[config.mk]
export PLATFORM = sky130hd
export DESIGN_NAME = mux_sel_sequencer
export DESIGN_NICKNAME = d
export VERILOG_FILES = /design/src/rtl/mux_sel_sequencer.sv
export SDC_FILE = /design/constraint.sdc
export NUM_CORES = 1
export LEC_CHECK = 0
export CAP_MARGIN = 20
export CORE_MARGIN = 2
export CORE_UTILIZATION = 47
export DETAILED_ROUTE_END_ITERATION = 12
export GPL_TIMING_DRIVEN = 0
export PLACE_DENSITY = 0.8
export SYNTH_ARGS = -nofsm -noshare
export SYNTH_HDL_FRONTEND = slang
export SYNTH_SLANG_ARGS = --single-unit
[constraint.sdc]
create_clock -name clk -period 2.6 [get_ports clk]
set_input_delay 0.39 -clock clk [delete_from_list [all_inputs] [get_ports clk]]
set_output_delay 0.39 -clock clk [all_outputs]
set_load 0.05 [all_outputs]
[src/rtl/mux_sel_sequencer.sv]
// mux_sel_sequencer
//   Scans an 8-bit word through an external mux8_1. After a word is
//   accepted, the select S steps 0..7 in ascending order and holds each
//   value for DWELL cycles. A one-cycle done pulse follows a scan that
//   completes normally.
//
//   state | meaning
//   ------+----------------------------------------------------------
//   IDLE  | waiting for load_valid; load_ready = !abort
//   SCAN  | stepping S through 0..7, sel_valid = 1
//   DONE  | single cycle, done = 1, S = 7, then back to IDLE
//
// Ports
//   clk         rising-edge clock
//   rst         synchronous active-high reset
//   load_valid  request to load a new word
//   load_data   word to be scanned
//   load_ready  word accepted when load_valid && load_ready (combinational)
//   abort       cancel the current scan; blocks a load while in IDLE
//   I           registered word driven to the mux data inputs
//   S           registered mux select
//   sel_valid   S belongs to an active scan
//   last        final cycle of S = 7 (combinational)
//   done        one-cycle pulse after a normal scan completion
module mux_sel_sequencer #(
    parameter int DWELL = 1
) (
    input  logic       clk,
    input  logic       rst,
    input  logic       load_valid,
    input  logic [7:0] load_data,
    output logic       load_ready,
    input  logic       abort,
    output logic [7:0] I,
    output logic [2:0] S,
    output logic       sel_valid,
    output logic       last,
    output logic       done
);

    // DWELL is limited to 1..16, so a 4-bit counter covers 0..DWELL-1.
    localparam logic [3:0] DWELL_LAST = 4'(DWELL - 1);

    typedef enum logic [1:0] {
        IDLE = 2'd0,
        SCAN = 2'd1,
        DONE = 2'd2
    } state_t;

    state_t     state;
    state_t     state_next;
    logic [3:0] dwell_cnt;
    logic [3:0] dwell_cnt_next;
    logic [7:0] i_next;
    logic [2:0] s_next;
    logic       sel_valid_next;
    logic       done_next;
    logic       dwell_end;

    assign dwell_end  = (dwell_cnt == DWELL_LAST);
    assign load_ready = (state == IDLE) && !abort;
    assign last       = (state == SCAN) && (S == 3'd7) && dwell_end;

    always_ff @(posedge clk) begin
        if (rst) begin
            state     <= IDLE;
            I         <= 8'h00;
            S         <= 3'd0;
            dwell_cnt <= 4'd0;
            sel_valid <= 1'b0;
            done      <= 1'b0;
        end else begin
            state     <= state_next;
            I         <= i_next;
            S         <= s_next;
            dwell_cnt <= dwell_cnt_next;
            sel_valid <= sel_valid_next;
            done      <= done_next;
        end
    end

    always_comb begin
        state_next     = state;
        i_next         = I;
        s_next         = S;
        dwell_cnt_next = dwell_cnt;
        sel_valid_next = 1'b0;
        done_next      = 1'b0;

        case (state)
            IDLE: begin
                if (load_valid && load_ready) begin
                    i_next         = load_data;
                    s_next         = 3'd0;
                    dwell_cnt_next = 4'd0;
                    sel_valid_next = 1'b1;
                    state_next     = SCAN;
                end
            end
            SCAN: begin
                // abort wins over the final-cycle transition into DONE
                if (abort) begin
                    state_next     = IDLE;
                    s_next         = 3'd0;
                    dwell_cnt_next = 4'd0;
                end else if (dwell_end) begin
                    dwell_cnt_next = 4'd0;
                    if (S == 3'd7) begin
                        state_next = DONE;
                        done_next  = 1'b1;
                    end else begin
                        s_next         = S + 3'd1;
                        sel_valid_next = 1'b1;
                    end
                end else begin
                    dwell_cnt_next = dwell_cnt + 4'd1;
                    sel_valid_next = 1'b1;
                end
            end
            DONE: begin
                state_next     = IDLE;
                s_next         = 3'd0;
                dwell_cnt_next = 4'd0;
            end
            default: begin
                state_next     = IDLE;
                s_next         = 3'd0;
                dwell_cnt_next = 4'd0;
            end
        endcase
    end

endmodule

-- Word level (Yosys, flattened, before mapping)
Index checks and enable logic that the tools add are counted.
- register bits: 19
- bits of input ports: 12
- output and inout bits: 15
- word-level logic and storage cells: 47
- $add $sub $neg: 2
- equality and inequality tests: 6
- multiplexer cells: 20
- bitwise logic cells: 2
- reduce and logical (&&, ||, !) cells: 11
- operators by type and width (kind ; number):
    $mux 3 ; 4
    $mux 4 ; 3
    $mux 2 ; 4
    $pmux 4 s2 ; 1
    $ne 3x3->1 const B ; 2
    $pmux 3 s2 ; 1
    $reduce_and 3->1 ; 2
    $mux 1 ; 5
    $add 4x1->4 const B ; 1
    $logic_and 1x1->1 ; 4
    $logic_not 4->1 ; 1
    $pmux 2 s2 ; 1
    $reduce_or 4->1 ; 1
    $add 3x1->3 const B ; 1
    $eq 3x3->1 const B ; 1
    $ne 3x2->1 const B ; 1
    $eq 2x1->1 const B ; 1
    $logic_not 2->1 ; 1
    $ne 2x1->1 const B ; 1
    $not 1->1 ; 2
    $pmux 1 s2 ; 1
    $reduce_and 2->1 ; 1
    $logic_not 1->1 ; 1

-- Logic depth before layout (Yosys ltp)
- depth after elaboration: 5
- depth in mapped cells: 6
- depth with buffers taken out: 6

-- Least setup slack after synthesis
OpenSTA, ideal clock, no wires.
- path kind: register -> output
- from: reg S[0]
- to: out last
- data arrival time: 2.275 ns
- required time: 2.210 ns
- setup slack: -0.065 ns
- stages on the path, launching flop included: 5
- path buffers: 0
- cell sequence: dfxtp_1 ha_1 ha_1 nand2_1 nor3b_1
- longest elaborated chain between the ends: 3
- ends and longest elaborated chain (item ; line ; source):
    start, declared ; 35 ; output logic [2:0] S,
    start signal, assigned ; 75 ; S <= s_next;
    $eq 3x3->1 ; 62 ; assign last = (state == SCAN) && (S == 3'd7) && dwell_end;
    $logic_and 1x1->1 (2 in a row) ; 62 ;
    end, declared ; 37 ; output logic last,
Every way passes these cells.

-- Worst setup path after layout
- from: reg dwell_cnt[0]
- to: out last
- longest elaborated chain between the ends: 2
- ends and longest elaborated chain (item ; line ; source):
    start, declared ; 52 ; logic [3:0] dwell_cnt;
    start signal, assigned ; 76 ; dwell_cnt <= dwell_cnt_next;
    $logic_not 4->1 ; 60 ; assign dwell_end = (dwell_cnt == DWELL_LAST);
    $logic_and 1x1->1 ; 62 ;
Every way passes these cells.

==> run_results.csv <==
group,metric,value,unit
run_status,status,"finished, final reports clean",
sta,setup_viol,0,
drt,route.met2.wl,875,um
logic_synthesis,netlist_instances,99,
logic_synthesis,syn_nets,115,
cts,post_cts_buffers,0,
critical_path,r2r_setup_slack,0.85,ns
drt,wl_met3,62,um
critical_path,cpPeakStageDelay,0.51,ns
min_path,min_to,"I[2]$_SDFFE_PP0P_",
power_and_ir_drop,totalPowerFinal,0.544,mW
drt,drt_first_pass_iters,4,
critical_path,cp_common_cell,"nor3b_2",
drt,totalWireLength,1.79,mm
cells_and_area,final_common_cell,"clkdlybuf4s50_1",
floorplanning,die_y,46.5,um
cts,cts_buffers,3,
sta,finalCritPeriodShare,0.915,
placed_design,place_inst,150,
critical_path,regToRegEndpoint,"S[0]$_SDFFE_PP0P_",
power_and_ir_drop,p_leak,0.421,nW
sta,hold_violations,0,
sta,worst_pin_slew,0.542,ns
drt,wl_met1,834,um
placed_design,gp_congestion,0.783,
global_routing,grt_pass1_vias,697,
floorplanning,row_count,15,
critical_path,path_buf_inv,2,
critical_path,critPathKind,"register to primary output",
drt,top_layer_used,"met4",
logic_synthesis,synth_top_area_cell,"dfxtp_1",
cts,clkLatencyLatePin,0.29,ns
cts,cts-root-buf,"clkbuf_4",
sta,worst_slew_margin_rel,0.637,
drt,wl_per_cell,11.6,um
logic_synthesis,ys_warn_count,0,
cts,ctsHoldBuffers,0,
critical_path,r2r_cells,6,
placed_design,hpwl,1.38,mm
critical_path,crit_family,"simple AND/OR/NAND/NOR gates",
critical_path,reg2reg_from,"S[0]$_SDFFE_PP0P_",
cts,ctsHtreeMaxLevel,1,
logic_synthesis,ys_seq_elements,19,
drt,via_per_inst,5.03,
global_routing,grt_overflow,0,
cells_and_area,drive_gt1_frac,0.0853,
drt,drt_first_iter_violations,32,
cells_and_area,fillers,138,
min_path,hold_class,"register to register",
cts,cts.sinks,19,
sta,skew,0.00639,ns
floorplanning,die_w,46.5,um
critical_path,crit_arrival,1.99,ns
global_routing,grt_pass1_wl,2.97,mm
critical_path,end_kind,"primary output",
sta,tns,0,ns
logic_synthesis,yosysUniqueCellTypes,27,
sta,rsz0062_at_grt,"no",
floorplanning,die_area,0.00216,mm^2
critical_path,path_cells,"inv_1 -> ha_1 -> nor3b_2 -> nand2_1 -> nor3b_2 -> clkdlybuf4s15_1",
logic_synthesis,ys_seq_area_frac,0.449,
floorplanning,fp.coreArea,0.00171,mm^2
floorplanning,ioPinCount,27,
sta,final_max_slew_viol_count,0,
critical_path,crit_required,2.21,ns
logic_synthesis,avgSynthCellArea,8.56,um^2
power_and_ir_drop,powerDensity,463,mW/mm^2
power_and_ir_drop,max-vdd-ir-drop,0.000272,V
critical_path,crit_fanout,5,
critical_path,slowest_stage,"clkdlybuf4s15_1",
cells_and_area,area_delta_synth_final,38.7,%
cells_and_area,final_cell_mix,"clkdlybuf4s50_1 (25), dfxtp_1 (19), nand2_1 (18), a21oi_1 (15), nor3_1 (7)",
sta,whs,0.460,ns
cells_and_area,antenna_cells,0,
cts,cts_tree,"yes",
cells_and_area,final_net_count,146,
sta,fin_crit,2.38,ns
cells_and_area,final_cells,154,
floorplanning,initial_core_util,0.496,
drt,ant_nets,0,
cts,path_clk_slew,0.10,ns
global_routing,antenna_found_initial,0,
cts,clock_path_buffers,2,
critical_path,startpoint_type,"register",
drt,drc,0,
min_path,min_path_cells,2,
run,maxCapViolCount,0,
drt,vias,775,
placed_design,port-buffer-count,26,
global_routing,grt_start_max_net_pins,11,
sta,timing.fmax,420,MHz
logic_synthesis,synthTopCellsByArea,"dfxtp_1 (45%), a21oi_1 (8.9%), nand2_1 (8.0%), ha_1 (5.9%), nor3_1 (4.1%)",
min_path,hp-start,"I[2]$_SDFFE_PP0P_",
cells_and_area,fin_util,0.688,
logic_synthesis,synth_top_area_frac,0.449,
global_routing,grt.total_usage,0.195,
logic_synthesis,synth_area,847,um^2
-- per-layer routing --
| metal | GRT usage | vias up |
|---|---|---|
| met5 | 0 | - |
| met4 | 0.0686 | 0 |
| met3 | 0.0353 | 4 |
| met2 | 0.331 | 17 |
| met1 | 0.246 | 350 |
| li1 | - | 404 |
-- per-stage QoR --
stage | instance area (um^2) | worst slack, ns
finish | 1170 | 0.221
global route | 1170 | 0.0256
CTS | 1170 | 0.00908
detailed placement | 1140 | 0.0576
global placement | 1140 | 0.125
floorplan | 852 | 0.422
-- synthesized netlist by cell type, drive strengths merged --
cell and n:
nor3b 3, nand4 2, nand2b 2, a21o 1, and2 1, nor2b 1
a21oi 15, buf 3, ha 4, nand3 1, nor4b 2, nor2 4
and4bb 1, or3 1, or4 1, o21ai 4, a311o 1, inv 3
a22oi 1, nor3 8, or3b 1, dfxtp 19, nand2 18, clkbuf 2
-- tightest hold or removal path: stages (launching register included) --
cell	delay [ns]
dfxtp_1	0.32
nand2_1	0.05
a21oi_1	0.05
-- timing repair --
item | in CTS | in global routing
setup endpoints to repair | 1 | 1
resized for setup | 2 | 1
endpoints found under the hold margin | 0 | 0
-- flip-flops by register name (all words and copies together), names as in the netlist --
signal,cells
dwell_cnt,4
done,1
I,8
state,2
S,3
sel_valid,1
-- how the worst max path moves through the flow --
stage,startpoint,end,depth (start not counted)
floorplan,S[0]$_SDFFE_PP0P_,last,4
global placement,dwell_cnt[0]$_SDFFE_PP0P_,last,6
detailed placement,dwell_cnt[0]$_SDFFE_PP0P_,last,6
CTS,dwell_cnt[0]$_SDFFE_PP0P_,last,6
global route,dwell_cnt[0]$_SDFFE_PP0P_,last,6
finish,dwell_cnt[0]$_SDFFE_PP0P_,last,6
-- logic make-up after synthesis --
group	count (synthesis)	synth area share
compound gates	22	0.142
fa+ha+maj	4	0.0591
buf+inv	8	0.0546
flops	19	0.449
simple gates	46	0.295
-- where the power goes --
| part | switching [mW] | internal, mW |
|---|---|---|
| clock network | 0.0847 | 0.0596 |
| registers | 0.00356 | 0.299 |
| logic | 0.0578 | 0.0398 |
| total | 0.146 | 0.398 |
-- area by class of cell --
cell class                 instances  area, um^2  area share
tap                               25        31.3      0.0266
inverter                           3        11.3     0.00958
sequential                        19         380       0.324
buffer                             5        35.0      0.0298
multi-input combinational         72         430       0.366
clock buffer                       4        26.3      0.0224
timing repair buffer              26         260       0.222
Power figures use the tool's default switching activity.
